[src/rtl/dlx_pipe_pkg.sv]
// Shared DLX pipeline definitions: NOP encoding, fetch-state enum,
// decode opcodes and a saturating increment used by the perf counters.
package dlx_pipe_pkg;

   localparam logic [31:0] NOP_INSTR = 32'h0000_0015;

   localparam logic [5:0] OP_J    = 6'h02;
   localparam logic [5:0] OP_JAL  = 6'h03;
   localparam logic [5:0] OP_BEQZ = 6'h04;
   localparam logic [5:0] OP_BNEZ = 6'h05;
   localparam logic [5:0] OP_LW   = 6'h23;

   typedef enum logic [1:0] {
      FS_RUN   = 2'd0,
      FS_WAIT  = 2'd1,
      FS_REDIR = 2'd2
   } fetch_state_e;

   function automatic logic [31:0] sat_inc(input logic [31:0] v);
      return (v == 32'hFFFF_FFFF) ? v : v + 32'd1;
   endfunction

endpackage

[src/rtl/fetch_pc_ctrl.sv]
// Fetch sequencer: owns PC, pending redirect target and the RUN/WAIT/REDIR FSM.
// Exposes redirect_o only when IF_ID_FETCH_PERF_EN is defined.
module fetch_pc_ctrl
   import dlx_pipe_pkg::*;
#(
   parameter logic [31:0] RESET_PC   = 32'h0000_0000,
   parameter bit          DELAY_SLOT = 1'b1
) (
   input  logic        clk,
   input  logic        rst_n,
   input  logic        stall_in,
   input  logic        branch_taken_in,
   input  logic [31:0] branch_target_in,
   input  logic        fetch_ready,
   output logic [31:0] pc_o,
   output logic        deliver_o
`ifdef IF_ID_FETCH_PERF_EN
   ,
   output logic        redirect_o
`endif
);

   fetch_state_e state_q, state_d;
   logic [31:0]  pc_q, pc_d;
   logic [31:0]  pend_q, pend_d;
   logic [31:0]  tgt;
   logic         deliver;
   logic         redirect;

   assign tgt = {branch_target_in[31:2], 2'b00};

   always_comb begin
      state_d  = state_q;
      pc_d     = pc_q;
      pend_d   = pend_q;
      deliver  = 1'b0;
      redirect = 1'b0;
      if (!stall_in) begin
         unique case (state_q)
            // Delay slot still owed: decode holds a bubble, so branches here are spurious.
            FS_REDIR: begin
               if (fetch_ready) begin
                  deliver = 1'b1;
                  pc_d    = pend_q;
                  state_d = FS_RUN;
               end
            end
            default: begin
               if (branch_taken_in) begin
                  redirect = 1'b1;
                  if (fetch_ready) begin
                     pc_d    = tgt;
                     deliver = DELAY_SLOT;
                     state_d = FS_RUN;
                  end else if (DELAY_SLOT) begin
                     pend_d  = tgt;
                     state_d = FS_REDIR;
                  end else begin
                     pc_d    = tgt;
                     state_d = FS_WAIT;
                  end
               end else if (fetch_ready) begin
                  deliver = 1'b1;
                  pc_d    = pc_q + 32'd4;
                  state_d = FS_RUN;
               end else begin
                  state_d = FS_WAIT;
               end
            end
         endcase
      end
   end

   always_ff @(posedge clk) begin
      if (!rst_n) begin
         state_q <= FS_RUN;
         pc_q    <= RESET_PC;
         pend_q  <= 32'h0;
      end else begin
         state_q <= state_d;
         pc_q    <= pc_d;
         pend_q  <= pend_d;
      end
   end

   assign pc_o      = pc_q;
   assign deliver_o = deliver;
`ifdef IF_ID_FETCH_PERF_EN
   assign redirect_o = redirect;
`else
   logic unused_redirect;
   assign unused_redirect = redirect;
`endif

endmodule

[src/rtl/if_id_fetch_stage.sv]
// DLX instruction fetch plus IF/ID register with stall, kill and delayed-branch redirect.
// Optional perf counters when IF_ID_FETCH_PERF_EN is defined.
module if_id_fetch_stage
   import dlx_pipe_pkg::*;
#(
   parameter logic [31:0] RESET_PC   = 32'h0000_0000,
   parameter bit          DELAY_SLOT = 1'b1
) (
   input  logic        clk,
   input  logic        rst_n,
   input  logic        stall_in,
   input  logic        kill_in,
   input  logic        branch_taken_in,
   input  logic [31:0] branch_target_in,
   output logic        imem_req,
   output logic [31:0] imem_addr,
   input  logic [0:31] imem_rdata,
   input  logic        imem_ready,
   output logic [0:31] instr_out,
   output logic [31:0] pc_plus_four_out,
   output logic        should_be_killed_out,
   output logic        valid_out
`ifdef IF_ID_FETCH_PERF_EN
   ,
   output logic [31:0] perf_fetched,
   output logic [31:0] perf_bubbles,
   output logic [31:0] perf_redirects
`endif
);

   logic [31:0] pc;
   logic        deliver;
   logic [0:31] instr_q, instr_d;
   logic [31:0] ppf_q, ppf_d;
   logic        kill_q, kill_d;
   logic        valid_q, valid_d;
`ifdef IF_ID_FETCH_PERF_EN
   logic        redirect;
`endif

   fetch_pc_ctrl #(
      .RESET_PC   (RESET_PC),
      .DELAY_SLOT (DELAY_SLOT)
   ) u_pc_ctrl (
      .clk              (clk),
      .rst_n            (rst_n),
      .stall_in         (stall_in),
      .branch_taken_in  (branch_taken_in),
      .branch_target_in (branch_target_in),
      .fetch_ready      (imem_ready),
      .pc_o             (pc),
      .deliver_o        (deliver)
`ifdef IF_ID_FETCH_PERF_EN
      ,
      .redirect_o       (redirect)
`endif
   );

   assign imem_req  = rst_n;
   assign imem_addr = pc;

   // Every unstalled edge reloads IF/ID, either with the fetched word or a bubble.
   always_comb begin
      instr_d = instr_q;
      ppf_d   = ppf_q;
      kill_d  = kill_q;
      valid_d = valid_q;
      if (!stall_in) begin
         kill_d  = kill_in;
         valid_d = deliver;
         if (deliver) begin
            instr_d = imem_rdata;
            ppf_d   = pc + 32'd4;
         end else begin
            instr_d = NOP_INSTR;
         end
      end
   end

   always_ff @(posedge clk) begin
      if (!rst_n) begin
         instr_q <= NOP_INSTR;
         ppf_q   <= RESET_PC + 32'd4;
         kill_q  <= 1'b0;
         valid_q <= 1'b0;
      end else begin
         instr_q <= instr_d;
         ppf_q   <= ppf_d;
         kill_q  <= kill_d;
         valid_q <= valid_d;
      end
   end

   assign instr_out            = instr_q;
   assign pc_plus_four_out     = ppf_q;
   assign should_be_killed_out = kill_q;
   assign valid_out            = valid_q;

`ifdef IF_ID_FETCH_PERF_EN
   logic [31:0] fetched_q, fetched_d;
   logic [31:0] bubbles_q, bubbles_d;
   logic [31:0] redirects_q, redirects_d;

   always_comb begin
      fetched_d   = fetched_q;
      bubbles_d   = bubbles_q;
      redirects_d = redirects_q;
      if (!stall_in) begin
         if (deliver) fetched_d = sat_inc(fetched_q);
         else         bubbles_d = sat_inc(bubbles_q);
         if (redirect) redirects_d = sat_inc(redirects_q);
      end
   end

   always_ff @(posedge clk) begin
      if (!rst_n) begin
         fetched_q   <= 32'h0;
         bubbles_q   <= 32'h0;
         redirects_q <= 32'h0;
      end else begin
         fetched_q   <= fetched_d;
         bubbles_q   <= bubbles_d;
         redirects_q <= redirects_d;
      end
   end

   assign perf_fetched   = fetched_q;
   assign perf_bubbles   = bubbles_q;
   assign perf_redirects = redirects_q;
`endif

endmodule

[config.mk]
export PLATFORM = sky130hd
export DESIGN_NAME = if_id_fetch_stage
export DESIGN_NICKNAME = d
export VERILOG_FILES = /design/src/rtl/dlx_pipe_pkg.sv /design/src/rtl/fetch_pc_ctrl.sv /design/src/rtl/if_id_fetch_stage.sv
export SDC_FILE = /design/constraint.sdc
export NUM_CORES = 1
export LEC_CHECK = 0
export CORE_MARGIN = 1.5
export CORE_UTILIZATION = 44
export DETAILED_ROUTE_END_ITERATION = 8
export PLACE_DENSITY_LB_ADDON = 0.3
export SETUP_SLACK_MARGIN = 0.05
export SYNTH_ARGS = -nofsm -noshare
export SYNTH_HDL_FRONTEND = slang
export SYNTH_HIERARCHICAL = 1
export SYNTH_SLANG_ARGS = --single-unit
[constraint.sdc]
create_clock -name clk -period 2.4 [get_ports clk]
set_input_delay 0.48 -clock clk [delete_from_list [all_inputs] [get_ports clk]]
set_output_delay 0.48 -clock clk [all_outputs]
set_load 0.03 [all_outputs]
; ---- After elaboration in Yosys (flattened, before gate mapping)
; Cells that the tools add are included.
[op_classes]
bitwise = 3
reduce_logical = 4
n_mux = 13
add_sub_neg = 1
eq_ne = 2
[ops]
columns = op, n
row1 = $mux W32, 6
row2 = $add A32 B3 Y32 const B, 1
row3 = $mux W2, 4
row4 = $reduce_and A2 Y1, 3
row5 = $reduce_and A4 Y1, 1
row6 = $mux W1, 3
row7 = $not A1 Y1, 3
row8 = $eq A2 B2 Y1 const B, 1
row9 = $ne A2 B2 Y1 const B, 1
[word_totals]
input_bits = 70
elab_cells = 30
ff_bits = 130

; ---- Depth between registers and ports, before layout
; Gate-level depths: netlist (run 1).
[logic_depth]
ltp_word = 4
mapped_depth = 10
depth_no_buf = 6

; ---- Cells and area by module
; The synthesis (run 1) kept the hierarchy.
[modules_own_cells]
columns = module, cells_per_inst, seq_area_each_um2, instances, area_each_um2
row1 = fetch_pc_ctrl, 475, 1241.2, 1, 3594.7
row2 = if_id_fetch_stage, 332, 1321.3, 1, 2849.0

; ---- Worst setup path after synthesis (run 1)
; No wires, ideal clock.
[synth_timing]
path_kind = in2reg
start = in stall_in
end = reg ppf_q[26] (netlist: pc_plus_four_out[26])
setup_ns = 0.063
t_required_ns = 2.337
n_path_buf = 5
path_slack_ns = -0.043
arrival_ns = 2.381
cell_stages = 10
path_cell_list = nand2b_1 inv_2 clkbuf_1 buf_1 nor2b_1 clkbuf_1 clkbuf_1 clkbuf_1 nand4_1 nand3_1
[synth_between]
elab_chain_cells = 2
[synth_rtl]
columns = element, line_no
row1 = start: declaration, if_id_fetch_stage.sv:11  ; input logic stall_in,
row2 = $mux W1, fetch_pc_ctrl.sv:38  ; if (!stall_in) begin
row3 = named net deliver, if_id_fetch_stage.sv:32  ; logic deliver;
row4 = $reduce_and A2 Y1 (no line), n/a
row5 = end signal: assignment, if_id_fetch_stage.sv:83  ; ppf_q <= RESET_PC + 32'd4;
row6 = end signal: assignment, if_id_fetch_stage.sv:88  ; ppf_q <= ppf_d;
row7 = end: declaration, if_id_fetch_stage.sv:34  ; logic [31:0] ppf_q, ppf_d;
; The timed path passes the listed nets, and every way through them passes these cells.
; A chain may end at the register's enable or synchronous reset.

; ---- Worst setup path in the final report (run 1)
[layout_timing]
start = reg u_pc_ctrl.pc_q[11] (netlist: u_pc_ctrl/pc_o[11])
end = out imem_addr[11]
[layout_rtl]
columns = element, line_no
row1 = start: declaration, fetch_pc_ctrl.sv:24  ; logic [31:0] pc_q, pc_d;
row2 = start signal: assignment, fetch_pc_ctrl.sv:81  ; pc_q <= pc_d;
row3 = end: declaration, if_id_fetch_stage.sv:16  ; output logic [31:0] imem_addr,
; No word-level cell between the ends.

==> reports/metrics.yaml, run 1 <==
status:
  status: "finished clean"
timing:
  min_period_ns: 2.30
  tns_ns: 0
  grt_setup_unrepaired: "no"
  worst_slew_pin_slew_ns: 0.557
  relSlewSlack_pct: 62.7
  fin_skew_ns: 0.00774
  whs_ns: 0.451
  period_share_pct: 95.7
  max_freq_mhz: 435
  setup_violations: 0
  finalHoldViolations: 0
  drv_slew: 0
global_routing:
  overflow: 0
  antenna_found_initial: 0
  grt_max_degree: 58
  grt_usage_pct: 26.0
  grt_pass1_vias: 6033
  grt_pass1_wl_mm: 30.9
synthesis:
  synth-edff-count: 0
  syn_inst: 807
  seq_area_frac_synth_pct: 39.8
  syn_area_um2: 6440
  synth_cell_type_count: 68
  synth_seq_cells: 128
  async_flop_share_pct: 0
  synth_warnings: 6
  yosys_most_used_dff: "dfxtp_1"
  synth.avg_cell_area_um2: 7.98
floorplanning:
  core_um2: 14400
  ios: 169
  dieArea_um2: 15400
  fp-row-count: 44
  die_w_um: 124
  dieHeight_um: 124
  initial_core_util_pct: 44.7
clock_tree:
  path_clk_slew_ns: 0.06
  htreeDepth: 4
  worstSkewPairLatency_ns: 0.43
  numCtsBuffers: 17
  ctsHoldBuffers: 0
  cts.sinks: 128
  post_cts_buffers: 0
  root_buffer: "clkbuf_16"
  cts_max_path_buffers: 2
  cts_tree: "built"
setup_path:
  r2r-end: "u_pc_ctrl/pc_o[29]"
  cp.arrival_ns: 1.82
  r2r_cells: 5
  crit_type: "flip-flop to primary output"
  ff2ff_setup_slack_ns: 0.24
  cp-start-kind: "flip-flop"
  cp_max_fo: 7
  cp-end-kind: "primary output"
  reg2reg_from: "u_pc_ctrl/pc_o[13]"
  required_ns: 1.92
routing:
  drt_pass1_iterations: 5
  antenna_left: 0
  drc: 0
  drt-vias-per-instance: 5.83
  drtIter0Drc: 556
  wl_per_cell_um: 17.0
  wl_mm: 20.0
  num_vias: 6828
pwr:
  p_per_area_nw_per_um2: 673
  leakage_nw: 3.25
  ir_worst_vdd_v: 0.000481
worst_hold_path:
  hold_end: "u_pc_ctrl/pend_q[27]"
  hold_depth: 2
  hold_class: "flip-flop to flip-flop"
  worstHoldStart: "u_pc_ctrl/pend_q[27]"
cells_and_area:
  drive_gt1_share_pct: 10.4
  nFillCells: 1288
  multiInputGateArea_um2: 3520
  final-seq-area_um2: 2560
  insertedDiodeCount: 0
  final_net_count: 1046
  syn_to_final_growth_pct: 41.7
placement:
  numPortBuffers: 164
  dp_hpwl_mm: 13.9
  gp_congestion: 0.865
flow_run:
  maxCapViolations: 0
## power breakdown
part           internal [mW]  switching, mW  leakage [nW]
combinational          0.386          0.471          1.89
sequential              2.21          0.104          1.04
clock                   1.98          0.992         0.321
total                   4.58           1.57          3.25
## how the worst max path moves through the flow
stage,startpoint,cells after the start,slack [ns],endpoint
finish,u_pc_ctrl/pc_o[11],2,0.10,imem_addr[11]
global route,u_pc_ctrl/pc_o[19],2,0.05,imem_addr[19]
CTS,u_pc_ctrl/pc_o[12],2,0.05,imem_addr[12]
detailed placement,imem_ready,8,0.07,pc_plus_four_out[27]
global placement,imem_ready,8,0.08,pc_plus_four_out[27]
floorplan,stall_in,10,0.06,pc_plus_four_out[26]
## layout by cell type, fill, tap and decap left out, drive strengths merged, types with 3 or more instances in the layout
cell             n
bufinv           6
nor4             8
nand2          121
a21o             4
clkdlybuf4s50  162
mux2i            9
o31ai           11
xnor2            7
mux2             3
nor2            55
nand3           34
o211ai          10
a21oi           73
inv             17
nor3b            3
nand4           22
a22oi           32
o21ai           48
a311oi           3
or3             10
nand2b           4
nor3            12
xor2            11
or4             13
buf             50
and2             5
and3            16
a31oi           28
a211oi          13
o22ai            6
dfxtp          128
a221oi           3
clkbuf          20
and4             9
## state kept, by name (all words and copies together) (netlist names)
name / flops
u_pc_ctrl/pc_o: 30
u_pc_ctrl/pend_q: 30
pc_plus_four_out: 32
valid_out: 1
u_pc_ctrl/state_q: 2
instr_out: 32
should_be_killed_out: 1
## timing repair
| item | in CTS | in global routing |
|---|---|---|
| setup endpoints to repair | 1 | 2 |
| pin swaps | 0 | 0 |
| hold endpoints to repair | 0 | 0 |
| gates resized for setup | 1 | 2 |
| gates cloned | 0 | 0 |
## synthesized netlist by cell type, types with 11 or more instances
master	n	area, um2
nand3_1	32	160
o21ai_0	44	220
dfxtp_1	128	2560
a22oi_1	32	240
inv_1	13	48.8
a31oi_1	28	175
nor2_1	54	203
or4_1	13	97.6
nor3_1	12	60.1
a21oi_1	73	365
nand4_1	19	119
clkbuf_1	43	161
xor2_1	11	96.3
o31ai_1	11	82.6
a211oi_1	13	97.6
nand2_1	121	454
and3_1	16	100
## metrics by stage
| step | setup WS (ns) | utilization, % | total power, mW | instance area [um2] | instances |
|---|---|---|---|---|---|
| 2_1_floorplan | 0.0554 | - | 2.79 | 6450 | 808 |
| 3_3_place_gp | 0.0761 | 58.6 | 3.20 | 8450 | 1139 |
| 3_5_place_dp | 0.0727 | 58.6 | 3.21 | 8450 | 1139 |
| 4_1_cts | 0.0548 | 63.3 | 6.18 | 9130 | 1171 |
| 5_1_grt | 0.0525 | 63.3 | 6.35 | 9130 | 1171 |
| 6_report | 0.103 | 63.3 | 6.15 | 9130 | 1171 |
## layout make-up
cell class                      count  share of cell area, %
Timing Repair Buffer              213                   22.8
Tap cell                          184                   2.52
Inverter                           15                  0.617
Clock inverter                     12                   2.52
Multi-Input combinational cell    599                   38.6
Clock buffer                       20                   4.89
Sequential cell                   128                   28.1
## cells by family after synthesis
kind of cell	synth area share (%)
and+or+nand+nor	25.4
AOI/OAI and AO/OA	24.2
DFF	39.8
buffers and inverters	5.83
xor gates and xnor gates	2.45
muxes	1.92
adders and majority gates	0.388
other	0.0582
## worst max-delay path, stage by stage (launching register included)
cell	delay (ns)
dfxtp_1	0.52
buf_4	0.20
clkdlybuf4s50_1	0.66
## layer usage
layer / vias to the layer above / share of wire, % / GRT usage, %
met4: 0 / 2.3 / 10.4
met2: 267 / 46 / 41.2
li1: 3302 / - / -
met1: 3218 / 44 / 34.3
met5: - / 0 / 0
met3: 41 / 7.1 / 6.09
(Power assumes the default switching activity.)
==> run 2, diff against run 1 <==
- ABC_AREA: unset -> 1
- CORE_UTILIZATION: 44 -> 45
==> reports/metrics.yaml, run 2 <==
timing:
  period_share_pct: 95.3
  worst_slew_pin_slew_ns: 0.517
  max_freq_mhz: 437
  setup_violations: 0
  grt_setup_unrepaired: "no"
  tns_ns: 0
  min_period_ns: 2.29
  relSlewSlack_pct: 65.4
  fin_skew_ns: 0.00828
  finalHoldViolations: 0
  drv_slew: 0
setup_path:
  crit_slowest_cell: "clkdlybuf4s50_1"
  cp.arrival_ns: 1.81
  cpPeakStageDelay_ns: 0.77
  cp-start-kind: "flip-flop"
  critPathTopFamily: "buffers and inverters"
  crit_chain: "clkdlybuf4s50_1"
  required_ns: 1.92
  crit_buf_inv: 1
  crit_type: "flip-flop to primary output"
  cp_max_fo: 8
  cp-end-kind: "primary output"
placement:
  numPortBuffers: 164
  dp_cells: 1438
  dp_hpwl_mm: 15.0
  gp_congestion: 0.929
synthesis:
  synth_most_common_cell: "nand2_1"
  synth.avg_cell_area_um2: 6.38
  async_flop_share_pct: 0
  synth-edff-count: 0
  seq_area_frac_synth_pct: 36.6
  syn_inst: 1097
  synthTopCellsByCount: "nand2_1, nor2_1, dfxtp_1"
  yosys_most_used_dff: "dfxtp_1"
  synth_top_area_cell: "dfxtp_1"
  synth_cell_type_count: 34
  synth_area_leaders: "dfxtp_1, nand2_1, o21ai_0, nor2_1, inv_1"
  syn_area_um2: 7000
  synth_warnings: 6
  synth.top_cell.area_share_pct: 36.6
  synth_seq_cells: 128
cells_and_area:
  syn_to_final_growth_pct: 37.1
  layout.cells.most_common_list: "nand2_1, clkdlybuf4s50_1, nor2_1"
  fin_cells: 1470
  nFillCells: 1419
  drive_gt1_share_pct: 9.98
  insertedDiodeCount: 0
  layout_commonest_cell: "nand2_1"
  final_net_count: 1341
floorplanning:
  core_um2: 15200
  dieHeight_um: 128
  die_w_um: 128
  dieArea_um2: 16300
  ios: 169
  fp-row-count: 45
  initial_core_util_pct: 46.1
clock_tree:
  ctsHoldBuffers: 0
  path_clk_slew_ns: 0.06
  numCtsBuffers: 17
  root_buffer: "clkbuf_16"
  cts_max_path_buffers: 2
  worstSkewPairLatency_ns: 0.42
  cts.sinks: 128
  htreeDepth: 4
  cts_tree: "built"
global_routing:
  met3_usage_pct: 5.22
  grt_usage_pct: 25.6
  overflow: 0
  grt_pass1_vias: 6644
  top_usage_layer: "met2"
  antenna_found_initial: 0
  use_met1_pct: 33.2
  gr-usage-met2_pct: 41.8
  grt_pass1_wl_mm: 32.9
  grt_max_degree: 61
routing:
  drt-vias-per-instance: 5.08
  wl_per_cell_um: 14.4
  num_vias: 7467
  drtIter0Drc: 532
  drt_pass1_iterations: 5
  wl_mm: 21.1
  antenna_left: 0
  drc: 0
pwr:
  p_per_area_nw_per_um2: 620
  leakage_nw: 3.83
  ir_worst_vdd_v: 0.000451
status:
  status: "finished clean"
worst_hold_path:
  hold_class: "input port to flip-flop"
flow_run:
  maxCapViolations: 0
==> run 2: cell count changes after synthesis, sizes merged, moves of 16 or more <==
cell / previous run / this run
nand2: 121 / 290
nor2: 55 / 181
inv: 15 / 130
o21ai: 48 / 123
nand3: 34 / 67
a22oi: 32 / 0
a31oi: 28 / 7
nand4: 22 / 3
and3: 16 / 0
clkbuf: 44 / 28
==> run 2: per-layer routing <==
| metal | vias up | share of wire, % |
|---|---|---|
| li1 | 3807 | - |
| met1 | 3367 | 45 |
| met2 | 255 | 47 |
| met3 | 38 | 6.0 |
| met4 | 0 | 2.5 |
| met5 | - | 0 |
==> run 2: logic make-up after synthesis <==
logic type,share of synthesized area [%]
adders and majority gates,0.357
buffers and inverters,10.3
xor gates and xnor gates,1.88
and+or+nand+nor,34.3
other,0.0535
AOI/OAI and AO/OA,16.5
DFF,36.6
==> run 2: final timing paths <==
path                        startpoint                    to  slack [ns]  cells past startpoint
setup / recovery     u_pc_ctrl/pc_o[6]          imem_addr[6]        0.11                      1
hold / removal                   rst_n         instr_out[27]        0.33                      2
setup reg to reg     u_pc_ctrl/pc_o[2]    u_pc_ctrl/pc_o[16]        0.50                      8
hold reg to reg   u_pc_ctrl/pend_q[27]  u_pc_ctrl/pend_q[27]        0.45                      2
==> run 2: where the power goes <==
part	switching (mW)	leakage, nW	internal, mW
sequential	0.0931	1.05	2.23
combinational	0.570	2.50	0.415
clock	1.04	0.289	1.60
total	1.70	3.83	4.25
==> run 2: layout make-up <==
type                       instances  area, um2  area share (%)
inverter                         130        490            5.11
multi-input combinational        789       3730            38.9
timing repair buffer             203       1980            20.6
clock buffer                      19        453            4.72
sequential                       128       2560            26.7
tap                              188        235            2.45
clock inverter                    13        148            1.54
==> run 2: metrics by stage <==
| step | total power, mW | worst slack (ns) | utilization, % | cell area, um2 | hold slack, ns |
|---|---|---|---|---|---|
| 2_1_floorplan | 2.89 | 0.634 | - | 7010 | 0.425 |
| 3_3_place_gp | 3.33 | 0.0917 | 59.2 | 9000 | 0.436 |
| 3_5_place_dp | 3.34 | 0.0483 | 59.2 | 9000 | 0.441 |
| 4_1_cts | 5.98 | 0.0746 | 63.1 | 9600 | 0.324 |
| 5_1_grt | 6.19 | 0.0775 | 63.1 | 9600 | 0.339 |
| 6_report | 5.95 | 0.114 | 63.1 | 9600 | 0.332 |
==> run 2: repair_timing <==
action,4_1_cts,5_1_grt
resized for setup,0,1
buffers inserted,0,0
endpoints found under the setup margin,0,1
hold endpoints to repair,0,0
==> run 3, diff against run 2 <==
- clock period: 2.4 -> 2.56 ns (I/O delays scaled with it)
==> reports/metrics.yaml, run 3 (synthesized netlist as in run 2, its figures left out) <==
status:
  status: "finished clean"
clock_tree:
  numCtsBuffers: 17
  post_cts_buffers: 0
  worstSkewPairLatency_ns: 0.43
  cts.sinks: 128
  path_clk_slew_ns: 0.06
  root_buffer: "clkbuf_16"
  ctsHoldBuffers: 0
  postCtsResizedCells: 0
  htreeDepth: 4
  cts_tree: "built"
  cts_max_path_buffers: 2
routing:
  drtIter0Drc: 370
  antenna_left: 0
  num_vias: 7446
  wl_per_cell_um: 14.6
  drt-vias-per-instance: 5.08
  drt_pass1_iterations: 6
  drc: 0
  wl_mm: 21.4
floorplanning:
  dieHeight_um: 128
  core_um2: 15200
  dieArea_um2: 16300
  die_w_um: 128
  ios: 169
  initial_core_util_pct: 46.1
  fp-row-count: 45
worst_hold_path:
  hold_end: "pc_plus_four_out[20]"
  worstHoldStart: "rst_n"
  hold_class: "input port to flip-flop"
  hold_depth: 3
cells_and_area:
  layout.cells.most_common_list: "nand2_1, clkdlybuf4s50_1, nor2_1"
  insertedDiodeCount: 0
  fin_cells: 1465
  final_net_count: 1336
  drive_gt1_share_pct: 9.55
  syn_to_final_growth_pct: 36.3
  layout_commonest_cell: "nand2_1"
setup_path:
  r2r_cells: 10
  crit_buf_inv: 1
  crit_chain: "clkdlybuf4s50_1"
  ff2ff_setup_slack_ns: 0.68
  cpPeakStageDelay_ns: 0.78
  cp-start-kind: "flip-flop"
  reg2reg_from: "u_pc_ctrl/pc_o[2]"
  crit_type: "flip-flop to primary output"
  cp-startpoint: "u_pc_ctrl/pc_o[10]"
  critPathTopFamily: "buffers and inverters"
  crit_slowest_cell: "clkdlybuf4s50_1"
  cp_max_fo: 8
  required_ns: 2.05
  cp-end-kind: "primary output"
  cp.arrival_ns: 1.86
  r2r-end: "pc_plus_four_out[22]"
global_routing:
  grt_pass1_vias: 6718
  overflow: 0
  grt_usage_pct: 26.0
  grt_pass1_wl_mm: 33.5
  grt_max_degree: 61
  antenna_found_initial: 0
pwr:
  p_per_area_nw_per_um2: 585
  ir_worst_vdd_v: 0.000495
  leakage_nw: 3.80
timing:
  worst_slew_pin_slew_ns: 0.565
  grt_setup_unrepaired: "no"
  relSlewSlack_pct: 62.3
  tns_ns: 0
  finalHoldViolations: 0
  period_share_pct: 92.7
  setup_violations: 0
  drv_slew: 0
  min_period_ns: 2.37
  max_freq_mhz: 422
  fin_skew_ns: 0.0106
placement:
  dp_hpwl_mm: 14.8
  dp_cells: 1433
  numPortBuffers: 164
  gp_congestion: 0.950
flow_run:
  maxCapViolations: 0
## run 3: cell types whose count changed in the layout (fill, tap and decap cells not counted)
| cell | delta |
|---|---|
| inv_8 | +1 |
| dfxtp_2 | -1 |
| buf_12 | -1 |
| clkbuf_8 | -2 |
| clkinv_4 | +3 |
| buf_4 | -4 |
| clkinv_2 | -2 |
| dfxtp_1 | +1 |
## run 3: cell type report
| cell class | count | area (um2) |
|---|---|---|
| clock inverter | 15 | 175 |
| fill | 1413 | 5660 |
| tap | 188 | 235 |
| timing repair buffer | 198 | 1930 |
| multi-input combinational | 789 | 3730 |
| sequential | 128 | 2560 |
| inverter | 130 | 490 |
| clock buffer | 17 | 425 |
## run 3: how the worst max path moves through the flow
stage / to / slack [ns] / cells after the start
floorplan: u_pc_ctrl/pc_o[26] / 0.79 / 10
global placement: u_pc_ctrl/pc_o[25] / 0.37 / 7
detailed placement: instr_out[8] / 0.35 / 8
CTS: imem_addr[5] / 0.22 / 1
global route: imem_addr[5] / 0.18 / 1
finish: imem_addr[10] / 0.19 / 1
## run 3: power breakdown
part | internal, mW | switching, mW
clock | 1.46 | 1.02
combinational | 0.381 | 0.528
sequential | 2.09 | 0.0996
## run 3: metal layers
| metal | global-route usage (%) | wire (um) |
|---|---|---|
| met5 | 0 | 0 |
| met4 | 9.58 | 508 |
| met3 | 5.18 | 1340 |
| met2 | 43.1 | 10100 |
| met1 | 33.6 | 9490 |
## run 3: through the flow
step / utilization, % / setup WS [ns] / instance area [um2] / total power [mW] / hold WS (ns)
after floorplan: - / 0.794 / 7010 / 2.71 / 0.425
after global placement: 58.8 / 0.368 / 8950 / 3.11 / 0.437
after detailed placement: 58.8 / 0.351 / 8950 / 3.13 / 0.441
after CTS: 62.8 / 0.223 / 9550 / 5.59 / 0.435
after global routing: 62.8 / 0.184 / 9550 / 5.77 / 0.456
final: 62.8 / 0.188 / 9550 / 5.58 / 0.446
